$ cat config.mk
export PLATFORM = sky130hd
export DESIGN_NAME = nfc_apb_regs
export DESIGN_NICKNAME = d
export VERILOG_FILES = /design/src/rtl/nfc_apb_regs.sv
export SDC_FILE = /design/constraint.sdc
export NUM_CORES = 1
export LEC_CHECK = 0
export BUFFER_PORTS_ARGS = -buffer_cell sky130_fd_sc_hd__buf_2
export CORE_ASPECT_RATIO = 0.9
export CORE_MARGIN = 2
export CORE_UTILIZATION = 59
export DETAILED_ROUTE_END_ITERATION = 12
export PLACE_DENSITY = 0.81
export REMOVE_ABC_BUFFERS = 1
export SETUP_SLACK_MARGIN = 0.3
export SYNTH_ARGS = -nofsm -noshare
export SYNTH_HDL_FRONTEND = slang
export SYNTH_SLANG_ARGS = --single-unit
$ cat constraint.sdc
create_clock -name PCLK -period 4.95 [get_ports PCLK]
set_input_delay 0.7425 -clock PCLK [delete_from_list [all_inputs] [get_ports PCLK]]
set_output_delay 0.7425 -clock PCLK [all_outputs]
set_load 0.02 [all_outputs]
$ cat src/rtl/nfc_apb_regs.sv
// ---------------------------------------------------------------------------
// nfc_apb_regs
// APB slave register front-end for the NAND flash controller. Software
// fills a 2-entry command byte buffer, a 5-entry address byte buffer and a
// write-data FIFO. A START streams the buffered bytes into the flash cycle
// FSM (commands first, then addresses), pulses C_Start and waits for
// C_Done. Status and a level interrupt are exposed to software.
//
// Ports:
//   PCLK, PRESETN          clock, asynchronous active-low reset
//   PSEL/PENABLE/PWRITE,
//   PADDR, PWDATA          APB request (PADDR[1:0] ignored)
//   PRDATA, PREADY,
//   PSLVERR                APB response (zero wait states)
//   C_Cmd/C_Cmd_vld        command byte stream to the flash FSM
//   C_Addr/C_Addr_vld      address byte stream to the flash FSM
//   C_Length               transfer length (LEN register)
//   C_Start                one-cycle launch pulse
//   C_Done, C_Status       completion pulse and status byte from the FSM
//   D_Data/D_Vld/D_Rdy     head of the write-data FIFO, popped on Vld&Rdy
//   IRQ                    done & IRQ_EN
// ---------------------------------------------------------------------------
module nfc_apb_regs #(
   parameter int DFIFO_AW = 4
) (
   input  logic        PCLK,
   input  logic        PRESETN,
   input  logic        PSEL,
   input  logic        PENABLE,
   input  logic        PWRITE,
   input  logic [7:0]  PADDR,
   input  logic [31:0] PWDATA,
   output logic [31:0] PRDATA,
   output logic        PREADY,
   output logic        PSLVERR,
   output logic [7:0]  C_Cmd,
   output logic        C_Cmd_vld,
   output logic [7:0]  C_Addr,
   output logic        C_Addr_vld,
   output logic [7:0]  C_Length,
   output logic        C_Start,
   input  logic        C_Done,
   input  logic [7:0]  C_Status,
   output logic [7:0]  D_Data,
   output logic        D_Vld,
   input  logic        D_Rdy,
   output logic        IRQ
);
   localparam int CMD_DEPTH  = 2;
   localparam int ADDR_DEPTH = 5;
   localparam int CCW    = $clog2(CMD_DEPTH + 1);
   localparam int ACW    = $clog2(ADDR_DEPTH + 1);
   localparam int IDXW   = 3;
   localparam int DDEPTH = 1 << DFIFO_AW;
   localparam int DCW    = DFIFO_AW + 1;

   localparam logic [5:0] A_CMD  = 6'h00;
   localparam logic [5:0] A_ADDR = 6'h01;
   localparam logic [5:0] A_LEN  = 6'h02;
   localparam logic [5:0] A_CTRL = 6'h03;
   localparam logic [5:0] A_STAT = 6'h04;
   localparam logic [5:0] A_DATA = 6'h05;

   typedef enum logic [2:0] {S_IDLE, S_SEND_CMD, S_SEND_ADDR, S_LAUNCH, S_WAIT} state_t;

   state_t              state_q;
   logic [IDXW-1:0]     idx_q;
   logic [7:0]          cmd_buf_q  [CMD_DEPTH];
   logic [7:0]          addr_buf_q [ADDR_DEPTH];
   logic [CCW-1:0]      cmd_cnt_q;
   logic [ACW-1:0]      addr_cnt_q;
   logic [7:0]          len_q;
   logic                irq_en_q;
   logic                done_q;
   logic [7:0]          dmem [DDEPTH];
   logic [DFIFO_AW-1:0] wr_ptr_q, rd_ptr_q;
   logic [DCW-1:0]      dcnt_q;

   logic        busy, op_done, cmd_full, addr_full, dfull, dpop;
   logic        cmd_push, addr_push, len_wr, start_go, flush_go, irqen_wr, done_clr, dpush, err;
   logic [31:0] rdata, status;
   logic [7:0]  cmd_sel, addr_sel;
   logic        unused_bits;

   assign busy      = (state_q != S_IDLE);
   assign op_done   = (state_q == S_WAIT) && C_Done;
   assign cmd_full  = (cmd_cnt_q == CCW'(CMD_DEPTH));
   assign addr_full = (addr_cnt_q == ACW'(ADDR_DEPTH));
   assign dfull     = (dcnt_q == DCW'(DDEPTH));
   assign D_Vld     = (dcnt_q != '0);
   assign D_Data    = dmem[rd_ptr_q];
   assign dpop      = D_Vld && D_Rdy;
   assign C_Length  = len_q;
   assign IRQ       = done_q && irq_en_q;
   assign PREADY    = 1'b1;
   assign PRDATA    = PRESETN ? rdata : '0;
   assign PSLVERR   = PRESETN && err;
   assign unused_bits = ^{PADDR[1:0], PWDATA[31:8]};

   always_comb begin
      status = '0;
      status[0] = busy;
      status[1] = done_q;
      status[2] = cmd_full;
      status[3] = addr_full;
      status[4] = dfull;
      status[5] = ~D_Vld;
      status[15:8] = C_Status;
      status[16 +: DCW] = dcnt_q;
   end

   // Access decode: any rejected access raises err and produces no strobe,
   // so the register/buffer blocks below see no state change at all.
   always_comb begin
      cmd_push = 1'b0; addr_push = 1'b0; len_wr = 1'b0; start_go = 1'b0;
      flush_go = 1'b0; irqen_wr = 1'b0; done_clr = 1'b0; dpush = 1'b0;
      err = 1'b0; rdata = '0;
      if (PSEL && PENABLE) begin
         case (PADDR[7:2])
            A_CMD:  if (PWRITE) begin
                       if (busy || cmd_full) err = 1'b1;
                       else cmd_push = 1'b1;
                    end
            A_ADDR: if (PWRITE) begin
                       if (busy || addr_full) err = 1'b1;
                       else addr_push = 1'b1;
                    end
            A_LEN:  if (PWRITE) begin
                       if (busy) err = 1'b1;
                       else len_wr = 1'b1;
                    end else rdata = {24'b0, len_q};
            A_CTRL: if (PWRITE) begin
                       // START combined with FLUSH would launch an empty buffer.
                       if (busy && (PWDATA[0] || PWDATA[1])) err = 1'b1;
                       else if (PWDATA[0] && (PWDATA[1] || cmd_cnt_q == '0)) err = 1'b1;
                       else begin
                          start_go = PWDATA[0];
                          flush_go = PWDATA[1];
                          irqen_wr = 1'b1;
                       end
                    end else rdata = {29'b0, irq_en_q, 2'b0};
            A_STAT: if (PWRITE) done_clr = PWDATA[1];
                    else rdata = status;
            A_DATA: if (PWRITE) begin
                       if (busy || dfull) err = 1'b1;
                       else dpush = 1'b1;
                    end
            default: err = 1'b1;
         endcase
      end
   end

   always_ff @(posedge PCLK or negedge PRESETN) begin
      if (!PRESETN) begin
         len_q    <= '0;
         irq_en_q <= 1'b0;
         done_q   <= 1'b0;
      end else begin
         if (len_wr)   len_q    <= PWDATA[7:0];
         if (irqen_wr) irq_en_q <= PWDATA[2];
         // Completion in the same cycle as a W1C keeps done set.
         if (op_done)       done_q <= 1'b1;
         else if (done_clr) done_q <= 1'b0;
      end
   end

   // Byte buffers: counts only change while idle (pushes) or on
   // completion/flush, so the FSM can read them directly during an operation.
   always_ff @(posedge PCLK or negedge PRESETN) begin
      if (!PRESETN) begin
         cmd_cnt_q  <= '0;
         addr_cnt_q <= '0;
         for (int i = 0; i < CMD_DEPTH; i++)  cmd_buf_q[i]  <= '0;
         for (int i = 0; i < ADDR_DEPTH; i++) addr_buf_q[i] <= '0;
      end else if (flush_go || op_done) begin
         cmd_cnt_q  <= '0;
         addr_cnt_q <= '0;
      end else begin
         for (int i = 0; i < CMD_DEPTH; i++)
            if (cmd_push && cmd_cnt_q == CCW'(i)) cmd_buf_q[i] <= PWDATA[7:0];
         for (int i = 0; i < ADDR_DEPTH; i++)
            if (addr_push && addr_cnt_q == ACW'(i)) addr_buf_q[i] <= PWDATA[7:0];
         if (cmd_push)  cmd_cnt_q  <= cmd_cnt_q + CCW'(1);
         if (addr_push) addr_cnt_q <= addr_cnt_q + ACW'(1);
      end
   end

   always_ff @(posedge PCLK or negedge PRESETN) begin
      if (!PRESETN) begin
         wr_ptr_q <= '0;
         rd_ptr_q <= '0;
         dcnt_q   <= '0;
      end else if (flush_go) begin
         wr_ptr_q <= '0;
         rd_ptr_q <= '0;
         dcnt_q   <= '0;
      end else begin
         if (dpush) wr_ptr_q <= wr_ptr_q + DFIFO_AW'(1);
         if (dpop)  rd_ptr_q <= rd_ptr_q + DFIFO_AW'(1);
         if (dpush && !dpop)      dcnt_q <= dcnt_q + DCW'(1);
         else if (!dpush && dpop) dcnt_q <= dcnt_q - DCW'(1);
      end
   end

   always_ff @(posedge PCLK) begin
      if (dpush) dmem[wr_ptr_q] <= PWDATA[7:0];
   end

   always_comb begin
      cmd_sel  = '0;
      addr_sel = '0;
      for (int i = 0; i < CMD_DEPTH; i++)
         if (idx_q == IDXW'(i)) cmd_sel = cmd_buf_q[i];
      for (int i = 0; i < ADDR_DEPTH; i++)
         if (idx_q == IDXW'(i)) addr_sel = addr_buf_q[i];
   end

   // Sequencer. Outputs are registered one step ahead: the state names the
   // phase whose strobe is currently visible, idx_q the next byte to emit.
   always_ff @(posedge PCLK or negedge PRESETN) begin
      if (!PRESETN) begin
         state_q    <= S_IDLE;
         idx_q      <= '0;
         C_Cmd      <= '0;
         C_Cmd_vld  <= 1'b0;
         C_Addr     <= '0;
         C_Addr_vld <= 1'b0;
         C_Start    <= 1'b0;
      end else begin
         C_Cmd_vld  <= 1'b0;
         C_Addr_vld <= 1'b0;
         C_Start    <= 1'b0;
         case (state_q)
            S_IDLE: if (start_go) begin
               C_Cmd     <= cmd_buf_q[0];
               C_Cmd_vld <= 1'b1;
               idx_q     <= IDXW'(1);
               state_q   <= S_SEND_CMD;
            end
            S_SEND_CMD: begin
               if (idx_q < IDXW'(cmd_cnt_q)) begin
                  C_Cmd     <= cmd_sel;
                  C_Cmd_vld <= 1'b1;
                  idx_q     <= idx_q + IDXW'(1);
               end else if (addr_cnt_q != '0) begin
                  C_Addr     <= addr_buf_q[0];
                  C_Addr_vld <= 1'b1;
                  idx_q      <= IDXW'(1);
                  state_q    <= S_SEND_ADDR;
               end else begin
                  C_Start <= 1'b1;
                  state_q <= S_LAUNCH;
               end
            end
            S_SEND_ADDR: begin
               if (idx_q < IDXW'(addr_cnt_q)) begin
                  C_Addr     <= addr_sel;
                  C_Addr_vld <= 1'b1;
                  idx_q      <= idx_q + IDXW'(1);
               end else begin
                  C_Start <= 1'b1;
                  state_q <= S_LAUNCH;
               end
            end
            S_LAUNCH: state_q <= S_WAIT;
            S_WAIT:   if (C_Done) state_q <= S_IDLE;
            default:  state_q <= S_IDLE;
         endcase
      end
   end
endmodule

Word-level counts from Yosys, hierarchy flattened:

Memories as Yosys holds them, arrays and structs flattened.
Cells that the tools add are included.

* bits in registers: 109
* bits in writable memories: 128
* output and inout bits: 71
* memories: 1

Memory list
* dmem: words 16, bits a word 8, read ports 1, clocked after Yosys merged registers in 0, write ports 1, RTL line 75 `logic [7:0] dmem [DDEPTH];`

* add/sub/neg operators: 7
* order comparisons: 2
* equal/unequal tests: 29
* muxes and demuxes: 103
* bitwise gates (word level): 2
* reduce and logical (&&, ||, !) cells: 52

Operators by type and width (number)
* 8-bit 2-to-1 mux: 13
* 21-bit one-hot mux with 3 select lines: 1
* 1-bit 2-to-1 mux: 59
* 21-bit 2-to-1 mux: 2
* 32-bit 2-to-1 mux: 1
* 8-bit one-hot mux with 2 select lines: 2
* 3-bit 2-to-1 mux: 10
* 3-bit by 2-bit == test with 1-bit output (second input constant): 6
* 1-bit logical AND: 16
* 4-bit 2-to-1 mux: 4
* 5-bit 2-to-1 mux: 3
* 3-bit one-hot mux with 5 select lines: 1
* 2-bit inequality test (second input constant): 7
* 2-bit AND reduction: 7
* 2-bit nonzero test: 7
* 3-bit == test (second input constant): 4
* 6-bit by 2-bit == test with 1-bit output (second input constant): 2
* 6-bit by 3-bit == test with 1-bit output (second input constant): 2
* 4-bit AND reduction: 3
* 3-bit nonzero test: 4
* 3-bit by 1-bit == test with 1-bit output (second input constant): 3
* 3-bit zero test: 3
* 3-bit one-hot mux with 3 select lines: 1
* 4-bit by 1-bit adder with 4-bit output (second input constant): 2
* 21 further kinds: 32

Longest topological paths before layout:

Gate-level depths: netlist of the first run.

* depth in word-level cells: 11
* depth in mapped cells: 11
* mapped depth without buffers: 10

Worst setup path after synthesis of the first run:

No wires, ideal clock.

* path kind: input to register
* start point: input PADDR[3]
* end point: register dcnt_q[4]
* data arrival time: 3.015 ns
* path slack: 1.855 ns
* stages on the path: 10
* cells stage by stage: clkbuf_1 -> nor2b_1 -> o211ai_1 -> nor3_2 -> inv_2 -> fa_1 -> a21o_1 -> a21oi_1 -> mux2i_1 -> mux2i_1

* longest elaborated chain between the ends: 6
* elaborated cells between the ends (all ways): 12
* classes of those cells: eq/ne: 2; mux: 6; reduce/logical: 4

Ends and longest elaborated chain
* from (decl): RTL line 31 `input logic [7:0] PADDR,`
* 6-bit by 3-bit == test with 1-bit output: RTL line 119 `case (PADDR[7:2])`
* 1-bit 2-to-1 mux: RTL line 119
* 1-bit 2-to-1 mux: RTL line 118 `if (PSEL && PENABLE) begin`
* 1-bit logical AND / 1-bit zero test (equally long branches): RTL line 200, 201
* 5-bit 2-to-1 mux / 1-bit logical AND (equally long branches): RTL line 200, 201
* 5-bit 2-to-1 mux / 3-bit nonzero test (equally long branches)
* to (signal assigned): RTL line 200 `if (dpush && !dpop) dcnt_q <= dcnt_q + DCW'(1);`
* to (signal assigned): RTL line 201 `else if (!dpush && dpop) dcnt_q <= dcnt_q - DCW'(1);`
* to (decl): RTL line 77 `logic [DCW-1:0] dcnt_q;`

Parallel ways exist; a longest one is shown, timed or not.
A chain may end at the register's enable or synchronous reset.

Final worst setup path of the first run:

* start point: register rd_ptr_q[0]
* end point: output D_Data[1]

* longest elaborated chain between the ends: 1

Ends and longest elaborated chain
* from (decl): RTL line 76 `logic [DFIFO_AW-1:0] wr_ptr_q, rd_ptr_q;`
* from (signal assigned): RTL line 199 `if (dpop) rd_ptr_q <= rd_ptr_q + DFIFO_AW'(1);`
* memory 16 x 8 bit
* to (decl): RTL line 44 `output logic [7:0] D_Data,`

No other way between the ends.

==> results of run 1 <==
flip-flops by register name, summed over array words and instances (netlist names):
signal / count
C_Addr: 8
C_Addr_vld: 1
C_Cmd: 8
C_Cmd_vld: 1
C_Length: 8
C_Start: 1
addr_buf_q: 40
addr_cnt_q: 3
cmd_buf_q: 16
cmd_cnt_q: 2
dcnt_q: 5
dmem: 128
done_q: 1
idx_q: 3
irq_en_q: 1
rd_ptr_q: 4
state_q: 3
wr_ptr_q: 4
cell families (layout without fill, tap and decap cells):
| family | Yosys count | count (layout) | synth area share (%) |
|---|---|---|---|
| compound gates | 116 | 116 | 7.06 |
| xor+xnor | 10 | 10 | 0.809 |
| fa+ha+maj | 26 | 26 | 3.07 |
| buf+inv | 83 | 174 | 3.42 |
| flops | 237 | 237 | 60.7 |
| mux | 120 | 120 | 16.6 |
| other cells | 2 | 12 | 0.0693 |
| simple gates | 161 | 161 | 8.33 |
path summary, 6_finish.rpt:
kind | start | to | slack (ns) | cells past startpoint
worst min register to register | addr_buf_q[4] | addr_buf_q[4] | 0.50 | 1
worst max-delay path | rd_ptr_q[0] | D_Data[1] | 1.22 | 3
worst min-delay path | PRESETN | addr_buf_q[32] | 0.22 | 1
worst max register to register | dcnt_q[0] | dcnt_q[4] | 1.66 | 9
max in group asynchronous | PRESETN | addr_buf_q[9] | 3.46 | 2
min in group PCLK | C_Done | state_q[2] | 0.45 | 2
power by group:
part / internal [W] / switching, W / total [W] / leakage [nW]
clock: 0.00118 / 0.000753 / 0.00194 / 0.419
sequential: 0.00220 / 0.000306 / 0.00251 / 2.62
combinational: 0.000705 / 0.000847 / 0.00155 / 2.05
total: 0.00409 / 0.00191 / 0.00600 / 5.08
metal layers:
metal | wire length [um] | vias to the layer above | track usage, %
met1 | 9520 | 3450 | 34.6
met3 | 1660 | 67 | 4.10
met5 | 0 | - | 0
met4 | 691 | 0 | 7.39
met2 | 12600 | 323 | 43.9
li1 | - | 2995 | -
placed cells by master, fill, tap and decap left out, drive strengths merged, types with 12 or more instances in the layout:
master	count
a21oi	39
and3	20
buf	101
clkbuf	31
conb	12
dfrtp	109
edfxtp	128
ha	25
inv	30
mux2	74
mux4	40
nand2	36
nand3	14
nor2	39
nor3	12
nor4	16
o21ai	28
per-stage QoR:
stage	power, W	cells	instance area, um^2
2_1_floorplan	0.00357	711	10600
3_3_place_gp	0.00399	1052	11500
3_5_place_dp	0.00409	1052	11500
4_1_cts	0.00602	1096	12300
5_1_grt	0.00624	1096	12300
6_report	0.00600	1096	12300
area by class of cell:
type,instances,area (um^2),share of cell area [%]
clock inverters,13,183,1.48
well taps,240,300,2.44
clock buffers,31,678,5.51
inverters,29,109,0.884
multi-input cells,445,3930,31.9
repair buffers,101,543,4.41
flip-flops and latches,237,6570,53.4
==> out/results.tsv, run 1 <==
metric	value	unit
combined_area_of_all_synthesized_cells	0.0108	mm^2
finalClockSkew	0.0142	ns
layout_cells_sized_above_1	31.9	%
flow.area_growth_from_synthesis	13.7	%
coreArea	0.0178	mm^2
pin_count_of_the_biggest_net_entering_global_routing	69	
place_hpwl	15900	um
powerDensity	487	mW/mm^2
synth_top_cells_by_count	sky130_fd_sc_hd__edfxtp_1, sky130_fd_sc_hd__dfrtp_1, sky130_fd_sc_hd__mux2_2	
place_worst_setup_slack	1.38	ns
detail_route.iter0.violations	672	
post-cts-setup-buffers	0	
place.gp.congestion	0.899	
maximum_operating_frequency	268	MHz
number_of_nets_with_antenna_violations_after_routing	0	
yosys.area.top_type	sky130_fd_sc_hd__edfxtp_1	
clock_transition_at_the_register_clock_pins_on_the_worst_setup_and_hold_paths_after_cts	0.06	ns
path_cells	mux4_2, mux4_2, buf_2	
synth_edf_count	128	
cts_htree_levels	1	
post_drt_wl_per_cell	22.3	um
synthMostInstantiatedCell	sky130_fd_sc_hd__edfxtp_1	
timing.slew.headroom	22.5	%
route.final.wire_length	24400	um
final-max-slew-violation-count	0	
setup_slack	1.22	ns
ios	126	
finalSetupTns	0	ns
path_delay_family	multiplexers	
fillers	1162	
setup_viol	0	
initial_core_utilization	60.9	%
floorplan.die.width	147	um
die_y	133	um
worstPathRequired	4.21	ns
number_of_buffers_created_by_cts	24	
async_reset_ff_share	46.0	%
worstPathArrival	2.99	ns
cts.root.buffer_cell	sky130_fd_sc_hd__clkbuf_16	
hold_path.class	primary input to async pin	
cp-start-kind	flip-flop	
post_drt_via_cell_ratio	6.24	
syn-instance-count	755	
yosys_register_bits	237	
place.port_buffers	87	
vias	6835	
critical_path.most_common_cell	sky130_fd_sc_hd__mux4_2	
grt_first_pass_wirelength	38900	um
worst-path-buf-inv	1	
worstSetupPathType	flip-flop to output pin	
cts.path.max_buffers	3	
synth.yosys.warnings	0	
cts_tree	yes	
cts.sinks	237	
outcome	complete, no violations	
clk_latency	0.52	ns
grt_use_total	25.7	%
slowest_delay	1.14	ns
final-hold-violation-count	0	
layout_worst_path_cycle_share	75.4	%
yosys-top-cells-area	sky130_fd_sc_hd__edfxtp_1, sky130_fd_sc_hd__dfrtp_1, sky130_fd_sc_hd__mux4_2, sky130_fd_sc_hd__mux2_2, sky130_fd_sc_hd__ha_1	
cts_repair_resize_count	0	
leakage_power_figure	5.08	nW
cp-end-kind	output pin	
overflow	0	
timing.critical_path.fanout_max	35	
diodes	0	
cpMaxStageDelayCell	sky130_fd_sc_hd__dfrtp_2	
holdBufCountCts	0	
via_count_of_the_first_global_routing_pass	6944	
timing_worst_slew_pin_value	1.16	ns
cap_violations	0	
detailedRoute.firstPassIterationCount	5	
fin_util	69.2	%
ys.flop_type	sky130_fd_sc_hd__edfxtp_1	
postSynthAreaPerCell	14.3	um^2
synth.yosys.seq_area_share	60.7	%
residual_drc	0	
vdd.ir_drop.worst	0.358	mV
design.die.area	0.0195	mm^2
nets	919	
hold-worst-slack	0.220	ns
final.min_clock_period	3.73	ns
antenna_found_initial	1	
std_cell_rows	46	
synth.lib_cells_used.distinct	63	
synth_largest_type_area_fraction	35.5	%
rsz_0062_raised_after_global_routing	no	
(Power assumes the default switching activity.)
==> inputs of run 2 (changes only) <==
Clock period 4.95 ns to 3.9 ns, I/O delays scaled along.
==> out/results.tsv, run 2 (synthesis gave the netlist of run 1 again) <==
metric	value	unit
cpMaxStageDelayCell	sky130_fd_sc_hd__mux4_2	
number_of_nets_with_antenna_violations_after_routing	0	
place_worst_setup_slack	0.467	ns
maximum_operating_frequency	301	MHz
route.final.wire_length	24300	um
grt_use_total	25.3	%
cp-end-kind	output pin	
pin_count_of_the_biggest_net_entering_global_routing	61	
worstPathRequired	3.31	ns
final.min_clock_period	3.32	ns
cts.root.buffer_cell	sky130_fd_sc_hd__clkbuf_16	
cts.sinks	237	
cts_tree	yes	
worstSetupPathType	flip-flop to output pin	
vdd.ir_drop.worst	0.350	mV
detail_route.iter0.violations	666	
detailedRoute.firstPassIterationCount	7	
final-hold-violation-count	0	
grt_first_pass_wirelength	38600	um
post_drt_via_cell_ratio	6.09	
die_y	133	um
clock_transition_at_the_register_clock_pins_on_the_worst_setup_and_hold_paths_after_cts	0.06	ns
vias	6695	
flow.area_growth_from_synthesis	13.7	%
timing.slew.headroom	38.7	%
via_count_of_the_first_global_routing_pass	6852	
timing.critical_path.fanout_max	15	
post_drt_wl_per_cell	22.1	um
worstPathArrival	2.74	ns
diodes	0	
slowest_delay	0.60	ns
initial_core_utilization	60.9	%
cts.path.max_buffers	3	
setup_slack	0.578	ns
finalSetupTns	0	ns
most-common-layout-cells	sky130_fd_sc_hd__edfxtp_1, sky130_fd_sc_hd__dfrtp_1, sky130_fd_sc_hd__buf_2, sky130_fd_sc_hd__mux2_2, sky130_fd_sc_hd__mux4_2	
hold_path.class	primary input to async pin	
cap_violations	0	
layout_cells_sized_above_1	32.1	%
clk_latency	0.51	ns
fillers	1164	
path_cells	buf_4, mux4_2, mux4_2, buf_2	
cp-start-kind	flip-flop	
critical_path.most_common_cell	sky130_fd_sc_hd__mux4_2	
post-cts-setup-buffers	0	
antenna_found_initial	0	
std_cell_rows	46	
final-max-slew-violation-count	0	
hold-worst-slack	0.251	ns
layout_worst_path_cycle_share	85.2	%
overflow	0	
place_inst	1056	
design.die.area	0.0195	mm^2
ios	126	
floorplan.die.width	147	um
place.gp.congestion	0.890	
layout_commonest_cell	sky130_fd_sc_hd__edfxtp_1	
coreArea	0.0178	mm^2
place_hpwl	16000	um
largest_reg_flops	128	
outcome	complete, no violations	
powerDensity	611	mW/mm^2
final-instance-count-excl-fill	1099	
place.port_buffers	87	
cts_htree_levels	1	
timing_worst_slew_pin_value	0.912	ns
reg.largest.list	dmem: 128 flops, addr_buf_q: 40 flops, cmd_buf_q: 16 flops	
setup_viol	0	
leakage_power_figure	5.06	nW
nets	923	
number_of_buffers_created_by_cts	24	
residual_drc	0	
finalClockSkew	0.0124	ns
top_register	dmem	
rsz_0062_raised_after_global_routing	no	
holdBufCountCts	0	
## run 2: path summary, 6_finish.rpt
check	start	endpoint	slack, ns	depth (start not counted)
max	rd_ptr_q[0]	D_Data[6]	0.58	4
min	PRESETN	addr_buf_q[35]	0.25	2
max reg2reg	state_q[0]	dcnt_q[4]	0.69	9
min reg2reg	C_Cmd[1]	C_Cmd[1]	0.50	1
max in group asynchronous	PRESETN	rd_ptr_q[0]	2.37	3
min in group PCLK	C_Done	state_q[2]	0.29	2
## run 2: area by class of cell
class	instances	area, um^2	area share [%]
well taps	240	300	2.44
clock inverters	11	150	1.22
multi-input cells	445	3930	31.9
repair buffers	105	586	4.76
flip-flops and latches	237	6570	53.4
inverters	29	109	0.884
clock buffers	32	662	5.38
## run 2: repair_timing
item,CTS,global route
gates resized for setup,0,1
endpoints found under the setup margin,0,1
hold endpoints to repair,0,0
## run 2: metal layers
metal  routed length [um]  track usage [%]  vias to the layer above
met2                12600             44.1                      243
met1                10100             34.8                     3415
met5                    0                0                        -
li1                     -                -                     3002
met3                 1150             3.24                       35
met4                  447             5.18                        0
## run 2: report_power, final
part	switching (W)	total [W]	internal (W)
logic	0.00116	0.00208	0.000918
registers	0.000302	0.00310	0.00280
clock network	0.000933	0.00233	0.00140
## run 2: stage by stage
stage               power (W)  area [um^2]  utilization (%)
floorplan             0.00453        10600                -
global placement      0.00510        11500             64.6
detailed placement    0.00519        11500             64.6
CTS                   0.00755        12300             69.2
global route          0.00782        12300             69.2
finish                0.00752        12300             69.2
## run 2: worst max-delay path: cells and delay by family, from the launching register on
family	cells	cell delay (ns)
muxes	2	1.10
buffers and inverters	2	0.56
DFF	1	0.57
